==> src/rtl/evm_session_controller.sv <==
// Polling-booth session sequencer: officer login, voter check, candidate pick, vote commit strobe.
// Optional VOTE_TIMEOUT_EN abandons a voter who makes no valid selection within VOTE_TIMEOUT cycles.
module evm_session_controller #(
  parameter int STATUS_WAIT      = 2,
  parameter int MAX_OFFICER_FAIL = 3,
  parameter int VOTE_TIMEOUT     = 255,
  parameter int NUM_CAND         = 4
) (
  input  logic                clk,
  input  logic                rst_n,
  input  logic [4:0]          officer_id_in,
  input  logic                officer_login,
  input  logic [4:0]          voter_id_in,
  input  logic                voter_submit,
  input  logic [NUM_CAND-1:0] cand_btn,
  input  logic                close_session,
  input  logic                db_officer_id_status,
  input  logic                db_voter_id_status,
  input  logic [3:0]          db_valid_voter_address,
  output logic                db_mode,
  output logic                db_control,
  output logic                db_read_enable,
  output logic [4:0]          db_officer_id,
  output logic [4:0]          db_voter_id,
  output logic                vote_strobe,
  output logic [2:0]          vote_cand,
  output logic [3:0]          vote_addr,
  output logic                reject,
  output logic                locked,
  output logic [2:0]          state_o
);

  typedef enum logic [2:0] {
    IDLE      = 3'd0,
    OFF_CHK   = 3'd1,
    READY     = 3'd2,
    VOTER_CHK = 3'd3,
    VOTE_WAIT = 3'd4,
    CAST      = 3'd5,
    REJECT    = 3'd6,
    LOCKED    = 3'd7
  } state_t;

  localparam logic [3:0] WAIT_LOAD = 4'(STATUS_WAIT - 1);
  localparam logic [2:0] FAIL_MAX  = 3'(MAX_OFFICER_FAIL);

  state_t     state_reg, state_next;
  logic [3:0] wait_cnt_reg;
  logic [2:0] fail_cnt_reg;
  logic       off_fail;
  logic       cand_single;
  logic [2:0] cand_idx;
  logic       wait_done;
`ifdef VOTE_TIMEOUT_EN
  logic [15:0] to_cnt_reg;
  logic        to_expired;
  assign to_expired = (to_cnt_reg == 16'(VOTE_TIMEOUT - 1));
`endif

  assign wait_done   = (wait_cnt_reg == 4'd0);
  assign cand_single = $onehot(cand_btn);
  assign state_o     = state_reg;

  always_comb begin
    cand_idx = 3'd0;
    for (int i = 0; i < NUM_CAND; i++)
      if (cand_btn[i]) cand_idx = 3'(i);
  end

  always_comb begin
    state_next = state_reg;
    off_fail   = 1'b0;
    case (state_reg)
      IDLE:      if (officer_login) state_next = OFF_CHK;
      OFF_CHK:   if (wait_done) begin
                   if (db_officer_id_status) state_next = READY;
                   else begin
                     off_fail   = 1'b1;
                     state_next = (fail_cnt_reg + 3'd1 >= FAIL_MAX) ? LOCKED : IDLE;
                   end
                 end
      READY:     if (close_session) state_next = IDLE;
                 else if (voter_submit) state_next = VOTER_CHK;
      VOTER_CHK: if (wait_done) state_next = db_voter_id_status ? VOTE_WAIT : REJECT;
      VOTE_WAIT: begin
                   if (cand_single) state_next = CAST;
`ifdef VOTE_TIMEOUT_EN
                   else if (to_expired) state_next = REJECT;
`endif
                 end
      CAST:      state_next = READY;
      REJECT:    state_next = READY;
      default:   state_next = LOCKED;
    endcase
  end

  // Outputs are decoded from the destination state so they are valid for the whole state.
  always_ff @(posedge clk or negedge rst_n) begin
    if (!rst_n) begin
      state_reg      <= IDLE;
      wait_cnt_reg   <= 4'd0;
      fail_cnt_reg   <= 3'd0;
      db_mode        <= 1'b0;
      db_control     <= 1'b0;
      db_read_enable <= 1'b0;
      db_officer_id  <= 5'b00000;
      db_voter_id    <= 5'b00000;
      vote_strobe    <= 1'b0;
      vote_cand      <= 3'd0;
      vote_addr      <= 4'd0;
      reject         <= 1'b0;
      locked         <= 1'b0;
`ifdef VOTE_TIMEOUT_EN
      to_cnt_reg     <= 16'd0;
`endif
    end else begin
      state_reg <= state_next;
      if (state_reg == IDLE && officer_login) db_officer_id <= officer_id_in;
      if (state_reg == READY && voter_submit && !close_session) db_voter_id <= voter_id_in;

      if ((state_next == OFF_CHK || state_next == VOTER_CHK) && state_next != state_reg)
        wait_cnt_reg <= WAIT_LOAD;
      else if (!wait_done)
        wait_cnt_reg <= wait_cnt_reg - 4'd1;

      if (state_reg == OFF_CHK && wait_done)
        fail_cnt_reg <= db_officer_id_status ? 3'd0 : fail_cnt_reg + 3'd1;
      if (state_reg == VOTER_CHK && wait_done && db_voter_id_status)
        vote_addr <= db_valid_voter_address;
      if (state_reg == VOTE_WAIT && cand_single)
        vote_cand <= cand_idx;
`ifdef VOTE_TIMEOUT_EN
      to_cnt_reg <= (state_reg == VOTE_WAIT) ? to_cnt_reg + 16'd1 : 16'd0;
`endif

      db_mode        <= (state_next != IDLE) && (state_next != LOCKED);
      db_control     <= (state_next != IDLE) && (state_next != LOCKED);
      db_read_enable <= (state_next == OFF_CHK) || (state_next == VOTER_CHK);
      vote_strobe    <= (state_next == CAST);
      reject         <= (state_next == REJECT) || off_fail;
      locked         <= (state_next == LOCKED);
    end
  end

endmodule

==> config.mk <==
export PLATFORM = sky130hd
export DESIGN_NAME = evm_session_controller
export DESIGN_NICKNAME = d
export VERILOG_FILES = /design/src/rtl/evm_session_controller.sv
export SDC_FILE = /design/constraint.sdc
export NUM_CORES = 1
export LEC_CHECK = 0
export BUFFER_PORTS_ARGS = -buffer_cell sky130_fd_sc_hd__buf_2
export CORE_MARGIN = 2
export CORE_UTILIZATION = 40
export DETAILED_ROUTE_END_ITERATION = 10
export PLACE_DENSITY = 0.72
export SYNTH_ARGS = -nofsm -noshare
export SYNTH_HDL_FRONTEND = slang
export SYNTH_SLANG_ARGS = --single-unit
==> constraint.sdc <==
create_clock -name clk -period 5.7 [get_ports clk]
set_clock_uncertainty 0.15 [all_clocks]
set_input_delay 0 -clock clk [delete_from_list [all_inputs] [get_ports clk]]
set_output_delay 0 -clock clk [all_outputs]
set_load 0.02 [all_outputs]
* Word level (Yosys, flattened, before mapping) *
Index checks and enable logic that the tools add are counted.

storage, ports and cells
  register bits = 32
  output and inout bits = 26
  logic and storage cells = 68

operators by class
  mux-type cells = 19
  add/subtract/negate cells = 5
  reduce and logical (&&, ||, !) cells = 16
  eq/ne operators = 15
  order comparisons = 1

operators with widths
  cell                                                               number
  two-way mux 3 bit                                                  10
  equality test 3 bit, second input constant                         6
  case mux 3 bit (6 select lines)                                    1
  equality test 3 x 1 -> 1 bit, second input constant                3
  equality test 3 x 2 -> 1 bit, second input constant                3
  logical AND 1 bit                                                  9
  two-way mux 4 bit                                                  2
  adder 1 x 1 -> 2 bit                                               2
  zero test 4 bit                                                    1
  two-way mux 1 bit                                                  4
  two-way mux 2 bit                                                  2
  subtractor 4 x 1 -> 4 bit, second input constant                   1
  adder 2 x 2 -> 3 bit                                               1
  adder 3 x 1 -> 3 bit, second input constant                        1
  greater-or-equal comparator 3 x 2 -> 1 bit, second input constant  1
  zero test 3 bit                                                    1
  != test 3 bit                                                      1
  != test 3 bit, second input constant                               1
  nonzero test 3 bit                                                 1
  logical OR 1 bit                                                   2
  != test 2 x 1 -> 1 bit, second input constant                      1
  OR reduction 2 bit                                                 1
  zero test 1 bit                                                    1

* Depth between registers and ports, before layout *
Gate-level depths: netlist of run 1.

  depth in word-level cells = 10
  gate-level depth with buffers = 10
  depth with buffers taken out = 10

* Least setup slack after synthesis of run 1 *
Ideal clock, no wire load.

  path type = register to register
  from = reg wait_cnt_reg[0]
  to = reg wait_cnt_reg[1]
  required time = 5.419 ns
  data arrival time = 2.217 ns
  setup slack = 3.202 ns
  library setup time = 0.131 ns
  stages on the path, launching flop included = 9
  buffers on the path = 1
  period minus slack after synthesis = 2.498 ns
  cell sequence = dfrtp_1 inv_1 ha_1 or3b_4 or3_1 buf_2 or3_4 a211oi_4 a211oi_1

between the ends
  word-level cells in the longest chain between the ends = 7
  elaborated cells between the ends (all ways) = 13
  those cells by class = 1 x add/sub; 4 x eq/ne; 5 x mux; 3 x reduce/logical

RTL lines
  item                                                                          RTL line  text
  from (decl)                                                                   48        logic [3:0] wait_cnt_reg;
  from (signal assigned)                                                        124       wait_cnt_reg <= wait_cnt_reg - 4'd1;
  zero test 4 bit                                                               60        assign wait_done = (wait_cnt_reg == 4'd0);
  two-way mux 3 bit (on tied branches)                                          84, 75
  case mux 3 bit (6 select lines)                                               73        case (state_reg)
  equality test 3 x 1 -> 1 bit or equality test 3 x 2 -> 1 bit (tied branches)  121       if ((state_next == OFF_CHK || state_next == VOTER_CHK) && state_next != state_reg)
  logical OR 1 bit                                                              121
  logical AND 1 bit                                                             121
  != test 2 x 1 -> 1 bit (no line) or two-way mux 4 bit (tied branches)         n/a

Several ways; a longest one is shown, not always the timed one. The select of a mux whose other input is x is not followed.
A chain may end at the register's enable or synchronous reset.

* Worst setup path after layout of run 1 *
  from = reg wait_cnt_reg[0]
  to = reg wait_cnt_reg[0]

Same word-level chain as after synthesis.

==> impl_metrics.json, run 1 <==
{
  "met1_usage": 0.197,
  "p_comb_frac": 0.086,
  "drt_iter0_markers": 59,
  "place_area_sq_um": 1810,
  "layout-drive-gt1-share": 0.380,
  "place_congestion": 0.797,
  "clock_power_share": 0.386,
  "die_area_sq_um": 4360,
  "setup_slack_ns": 3.07,
  "regArea_sq_um": 776,
  "ys_types": 48,
  "power-per-cell-area_nw_per_um2": 203,
  "die-width_um": 66.1,
  "gr-usage-met3": 0.0375,
  "grt_start_max_net_pins": 32,
  "root_buffer": "clkbuf_8",
  "fmax_mhz": 380,
  "rsz0062_at_grt": "false",
  "seqPwrFrac": 0.528,
  "clk_path_buf_depth": 2,
  "detail-route-antenna-nets": 0,
  "worst-path-max-fanout": 7,
  "syn-num-nets": 167,
  "grt_overflow_total": 0,
  "final_common_cell": "buf_2",
  "ctsHtreeMaxLevel": 2,
  "design.final.nets": 235,
  "wl_per_cell_um": 13.6,
  "yosysWarningCount": 0,
  "die_y_um": 66.1,
  "tightest_slew_ns": 0.668,
  "grtUsageMet2": 0.340,
  "post-route-period-util": 0.462,
  "switching_share": 0.225,
  "ys_ff_latch": 31,
  "hold_violations": 0,
  "multi_input_area_sq_um": 677,
  "route.detailed.drc": 0,
  "yosysSeqAreaShare": 0.504,
  "core.rowCount": 22,
  "p_switching_w": 0.0000948,
  "synth_edf_count": 0,
  "antennaDiodeCount": 0,
  "drtPass1Iterations": 3,
  "internal-power_w": 0.000327,
  "reg.largest.list": "db_officer_id: 5 flops, db_voter_id: 5 flops",
  "synth.avg_cell_area_sq_um": 11.3,
  "crit_required_ns": 5.77,
  "cts_buffers": 5,
  "busiest_layer": "met2",
  "outcome": "finished, final reports clean",
  "syn_inst": 136,
  "grt_pass1_vias": 1253,
  "fin_area_sq_um": 2080,
  "port_buffers": 49,
  "insertion_delay_ns": 0.28,
  "arrival_ns": 2.70,
  "synthFlopType": "dfrtp_1",
  "syn2layout_area_growth_pct": 34.8,
  "hpwl_mm": 2.44,
  "drv_cap": 0,
  "synthArstFlopShare": 1.00,
  "pre_cts_slack_ns": 3.06,
  "crit_type": "reg2reg",
  "leakagePower_nw": 1.07,
  "max_slew_margin": 0.555,
  "max-vdd-ir-drop_uv": 143,
  "synthesis.area_sq_um": 1540,
  "critPathCaptureType": "flip-flop",
  "final_cell_mix": "49 x buf_2, 31 x dfrtp_1, 18 x dlygate4sd3_1, 14 x mux2_2, 13 x inv_1",
  "vias": 1230,
  "hold_path.class": "in2reg",
  "cts_tree": "yes",
  "track_usage": 0.183,
  "clk_pin_slew_worst_paths_ns": 0.06,
  "grt_pass1_wl_mm": 5.80,
  "routed_wl_mm": 3.44,
  "io_pins": 51,
  "initial_core_util": 0.418,
  "setup_tns_ns": 0,
  "final_max_slew_viol_count": 0,
  "setup_viol": 0,
  "cts.sinks": 31,
  "period_needed_ns": 2.63,
  "fillCellCount": 337,
  "antenna_found_initial": 0,
  "core_sq_um": 3690,
  "worst_setup_path_start_kind": "flip-flop",
  "avgViaCountPerCell": 4.86
}
## what timing repair did
item                                   CTS  global route
hold buffers                            18             0
endpoints found under the hold margin   51             0
setup endpoints to repair                0             0
buffers inserted                         0             0
gates resized for setup                  0             0
## through the flow
step	instances	power, W	util	hold WS (ns)
6_report	253	0.000422	0.563	0.0170
3_5_place_dp	227	0.000254	0.492	-0.0734
4_1_cts	253	0.000427	0.563	0.00650
5_1_grt	253	0.000439	0.563	0.0503
3_3_place_gp	227	0.000253	0.492	-0.0731
2_1_floorplan	136	0.000238	-	-0.446
## logic make-up (layout without fill, tap and decap cells)
kind of cell,after synthesis,after routing,share of synthesized area
AOI/OAI and AO/OA,23,23,0.117
xor gates and xnor gates,2,2,0.0114
adders and majority gates,6,6,0.0536
buffers and inverters,21,90,0.0569
DFF,31,31,0.504
muxes,16,16,0.117
other,1,1,0.00243
and+or+nand+nor,36,36,0.138
## per-layer routing
metal  wire length (um)  up-vias
met5                  0        -
met1               1380      594
met4                 47        0
met2               1890       29
met3                125        4
li1                   -      603
## worst paths after layout
check / start / end / slack, ns / cells after the start
setup / recovery: wait_cnt_reg[0] / wait_cnt_reg[0] / 3.07 / 7
hold / removal: cand_btn[2] / vote_cand[0] / 0.02 / 3
setup reg to reg: wait_cnt_reg[0] / wait_cnt_reg[0] / 3.07 / 7
hold reg to reg: vote_addr[2] / vote_addr[2] / 0.33 / 1
max in group asynchronous: rst_n / vote_cand[0] / 4.82 / 2
min in group asynchronous: rst_n / vote_addr[1] / 0.14 / 2
## power by group through the flow
stage | Combinational [W] | Clock (W) | Sequential, W
after global routing | 0.0000409 | 0.000175 | 0.000223
final | 0.0000363 | 0.000163 | 0.000223
after detailed placement | 0.0000270 | 0 | 0.000227
after global placement | 0.0000265 | 0 | 0.000227
after floorplan | 0.00000872 | 0 | 0.000229
after CTS | 0.0000366 | 0.000167 | 0.000223
## cell type report
class,count,share of cell area
clock buffer,7,0.0368
clock inverter,1,0.00241
inverter,15,0.0271
multi-input combinational,84,0.326
sequential,31,0.374
tap,48,0.0289
timing repair buffer,67,0.205
## synthesized netlist by cell type (2+ instances only)
cell type | count | area (sq um)
clkbuf_1 | 3 | 11.3
mux2_1 | 2 | 22.5
nand2b_1 | 4 | 25.0
buf_4 | 2 | 15.0
ha_1 | 5 | 62.6
a31oi_1 | 2 | 12.5
nand2_1 | 3 | 11.3
nor2_1 | 11 | 41.3
nand4_1 | 2 | 12.5
inv_2 | 2 | 7.51
nor3_1 | 2 | 10.0
dfrtp_1 | 31 | 776
a21oi_1 | 4 | 20.0
mux2_2 | 14 | 158
o21ai_0 | 3 | 15.0
or3_1 | 2 | 12.5
inv_1 | 13 | 48.8
## critical path, stage by stage (launching register included)
cell      delay (ns)
dfrtp_1         0.38
inv_1           0.09
ha_1            0.23
or3b_4          0.43
or3_1           0.46
or3_4           0.40
a211oi_4        0.29
nand2b_1        0.15
Power figures use the tool's default switching activity.
==> run 2, diff against run 1 <==
- ABC_AREA: default -> 1
- PLACE_DENSITY: 0.72 -> 0.71
- clock period: 5.7 -> 2.7 ns (I/O delays scaled with it)
==> impl_metrics.json, run 2 <==
{
  "outcome": "finished, final reports clean",
  "cts_buffers": 5,
  "die_area_sq_um": 4430,
  "drt_iter0_markers": 48,
  "antenna_found_initial": 0,
  "core.rowCount": 22,
  "avgViaCountPerCell": 4.70,
  "tightest_slew_ns": 0.681,
  "clk_pin_slew_worst_paths_ns": 0.06,
  "synthArstFlopShare": 1.00,
  "grt_pass1_vias": 1297,
  "final_cell_mix": "48 x buf_2, 31 x dfrtp_1, 22 x nand2_1, 20 x inv_1, 18 x dlygate4sd3_1",
  "setup_viol": 0,
  "synth_common_cells": "31 x dfrtp_1, 22 x nand2_1, 20 x inv_1",
  "arrival_ns": 2.19,
  "detail-route-antenna-nets": 0,
  "ys_types": 25,
  "synth_edf_count": 0,
  "setup_tns_ns": 0,
  "synthMuxAreaShare": 0.101,
  "place_congestion": 0.787,
  "whs_ns": 0.0217,
  "crit_required_ns": 2.72,
  "grt_start_max_net_pins": 32,
  "netlist.area_leader.share": 0.495,
  "syn_inst": 158,
  "drtPass1Iterations": 4,
  "syn-num-nets": 189,
  "hold_violations": 0,
  "period_needed_ns": 2.18,
  "yosysWarningCount": 0,
  "hold_path_depth": 5,
  "r2r_cells": 12,
  "power-per-cell-area_nw_per_um2": 1150,
  "grt_overflow_total": 0,
  "worst-path-max-fanout": 5,
  "fmax_mhz": 459,
  "synthesis.area_sq_um": 1570,
  "vias": 1312,
  "io_pins": 51,
  "core_sq_um": 3720,
  "synth_compound_area_frac": 0.0519,
  "final_common_cell": "buf_2",
  "synthFlopType": "dfrtp_1",
  "worst_setup_path_start_kind": "primary input",
  "design.final.nets": 262,
  "reg.largest.list": "db_officer_id: 5 flops, db_voter_id: 5 flops",
  "synth_top_family_by_area": "simple AND/OR/NAND/NOR gates",
  "die_y_um": 66.6,
  "final_max_slew_viol_count": 0,
  "track_usage": 0.178,
  "max-vdd-ir-drop_uv": 579,
  "cts.sinks": 31,
  "wl_per_cell_um": 12.5,
  "port_buffers": 49,
  "synth.avg_cell_area_sq_um": 9.91,
  "crit_path_start": "cand_btn[3]",
  "synth_area_leaders": "dfrtp_1 50%, mux2_2 10%, nand2_1 5.3%",
  "cts_tree": "yes",
  "synth-simple-area-share": 0.222,
  "hp-start": "cand_btn[1]",
  "initial_core_util": 0.422,
  "critPathCaptureType": "flip-flop",
  "synth-xor-area-share": 0.00559,
  "syn2layout_area_growth_pct": 36.9,
  "leakagePower_nw": 1.14,
  "hpwl_mm": 2.44,
  "route.detailed.drc": 0,
  "layout-drive-gt1-share": 0.407,
  "ys_ff_latch": 31,
  "crit_type": "in2reg",
  "rsz0062_at_grt": "false",
  "post-route-period-util": 0.806,
  "root_buffer": "clkbuf_8",
  "yosys.area.top_type": "dfrtp_1",
  "drv_cap": 0,
  "ctsHtreeMaxLevel": 2,
  "die-width_um": 66.6,
  "yosysSeqAreaShare": 0.495,
  "synthAdderAreaFrac": 0.0527,
  "yosysMostFrequentCell": "dfrtp_1",
  "clk_path_buf_depth": 2,
  "grt_pass1_wl_mm": 5.70,
  "routed_wl_mm": 3.49,
  "timing.rr.start": "wait_cnt_reg[0]",
  "antennaDiodeCount": 0,
  "max_slew_margin": 0.546,
  "insertion_delay_ns": 0.28,
  "hold_path.class": "in2reg"
}
## run 2: cell types whose count changed after synthesis, sizes merged, moves of 3 or more
cell / change
nor2: +10
or3: -3
a21oi: -3
o21ai: +8
clkbuf: -3
nand3: +10
inv: +10
nand2: +24
nand2b: -4
## run 2: routing by layer
layer | track usage | wire (um) | share of wire
met1 | 0.198 | 1460 | 0.42
met2 | 0.315 | 1810 | 0.52
met3 | 0.0422 | 140 | 0.040
met4 | 0.0918 | 76 | 0.022
met5 | 0 | 0 | 0
## run 2: final timing paths
| check | endpoint | slack [ns] |
|---|---|---|
| setup reg to reg | wait_cnt_reg[1] | 0.58 |
| hold / removal | vote_cand[0] | 0.02 |
| setup / recovery | wait_cnt_reg[1] | 0.52 |
| max in group asynchronous | db_officer_id[0] | 1.82 |
| hold reg to reg | db_voter_id[0] | 0.35 |
| min in group asynchronous | vote_cand[1] | 0.14 |
## run 2: report_power, final
| group | switching, W | leakage, nW | internal [W] | total (W) |
|---|---|---|---|---|
| logic | 0.000808 | 0.708 | 0.000488 | 0.00130 |
| registers | 0.000129 | 0.385 | 0.000674 | 0.000802 |
| clock network | 0.000162 | 0.0470 | 0.000199 | 0.000361 |
| total | 0.00110 | 1.14 | 0.00136 | 0.00246 |
## run 2: repair_timing
action,CTS,global route
resized for setup,0,2
endpoints found under the setup margin,0,5
hold buffers,19,0
buffers inserted,0,1
endpoints found under the hold margin,48,0
## run 2: kinds of logic after synthesis
group | Yosys count
flops | 31
buf+inv | 27
fa+ha+maj | 6
other cells | 1
mux | 14
compound gates | 15
xor+xnor | 1
simple gates | 63
## run 2: critical path: stages
cell            delay [ns]
dlymetal6s4s_1        0.21
inv_1                 0.08
fa_1                  0.49
inv_1                 0.05
ha_1                  0.17
ha_1                  0.27
nor2_1                0.10
nand4_1               0.18
nand2_2               0.15
nor2_4                0.05
nand2_4               0.08
nand2_2               0.05
nand3_2               0.07
nor2_4                0.04
nor2_4                0.15
nor2_2                0.05
## run 2: final cells by class
cell class	instances	area, sq um
Clock inverter	1	5.00
Multi-Input combinational cell	100	687
Sequential cell	31	776
Timing Repair Buffer	68	440
Fill cell	342	1570
Clock buffer	6	82.6
Inverter	25	93.8
Tap cell	48	60.1
## run 2: through the flow
stage	power (W)	worst slack (ns)	area, sq um	instances	utilization
after floorplan	0.00174	0.560	1570	158	-
after global placement	0.00205	0.406	1860	253	0.500
after detailed placement	0.00208	0.290	1860	253	0.500
after CTS	0.00247	0.0739	2130	279	0.574
after global routing	0.00265	0.348	2140	279	0.577
final	0.00246	0.523	2140	279	0.577
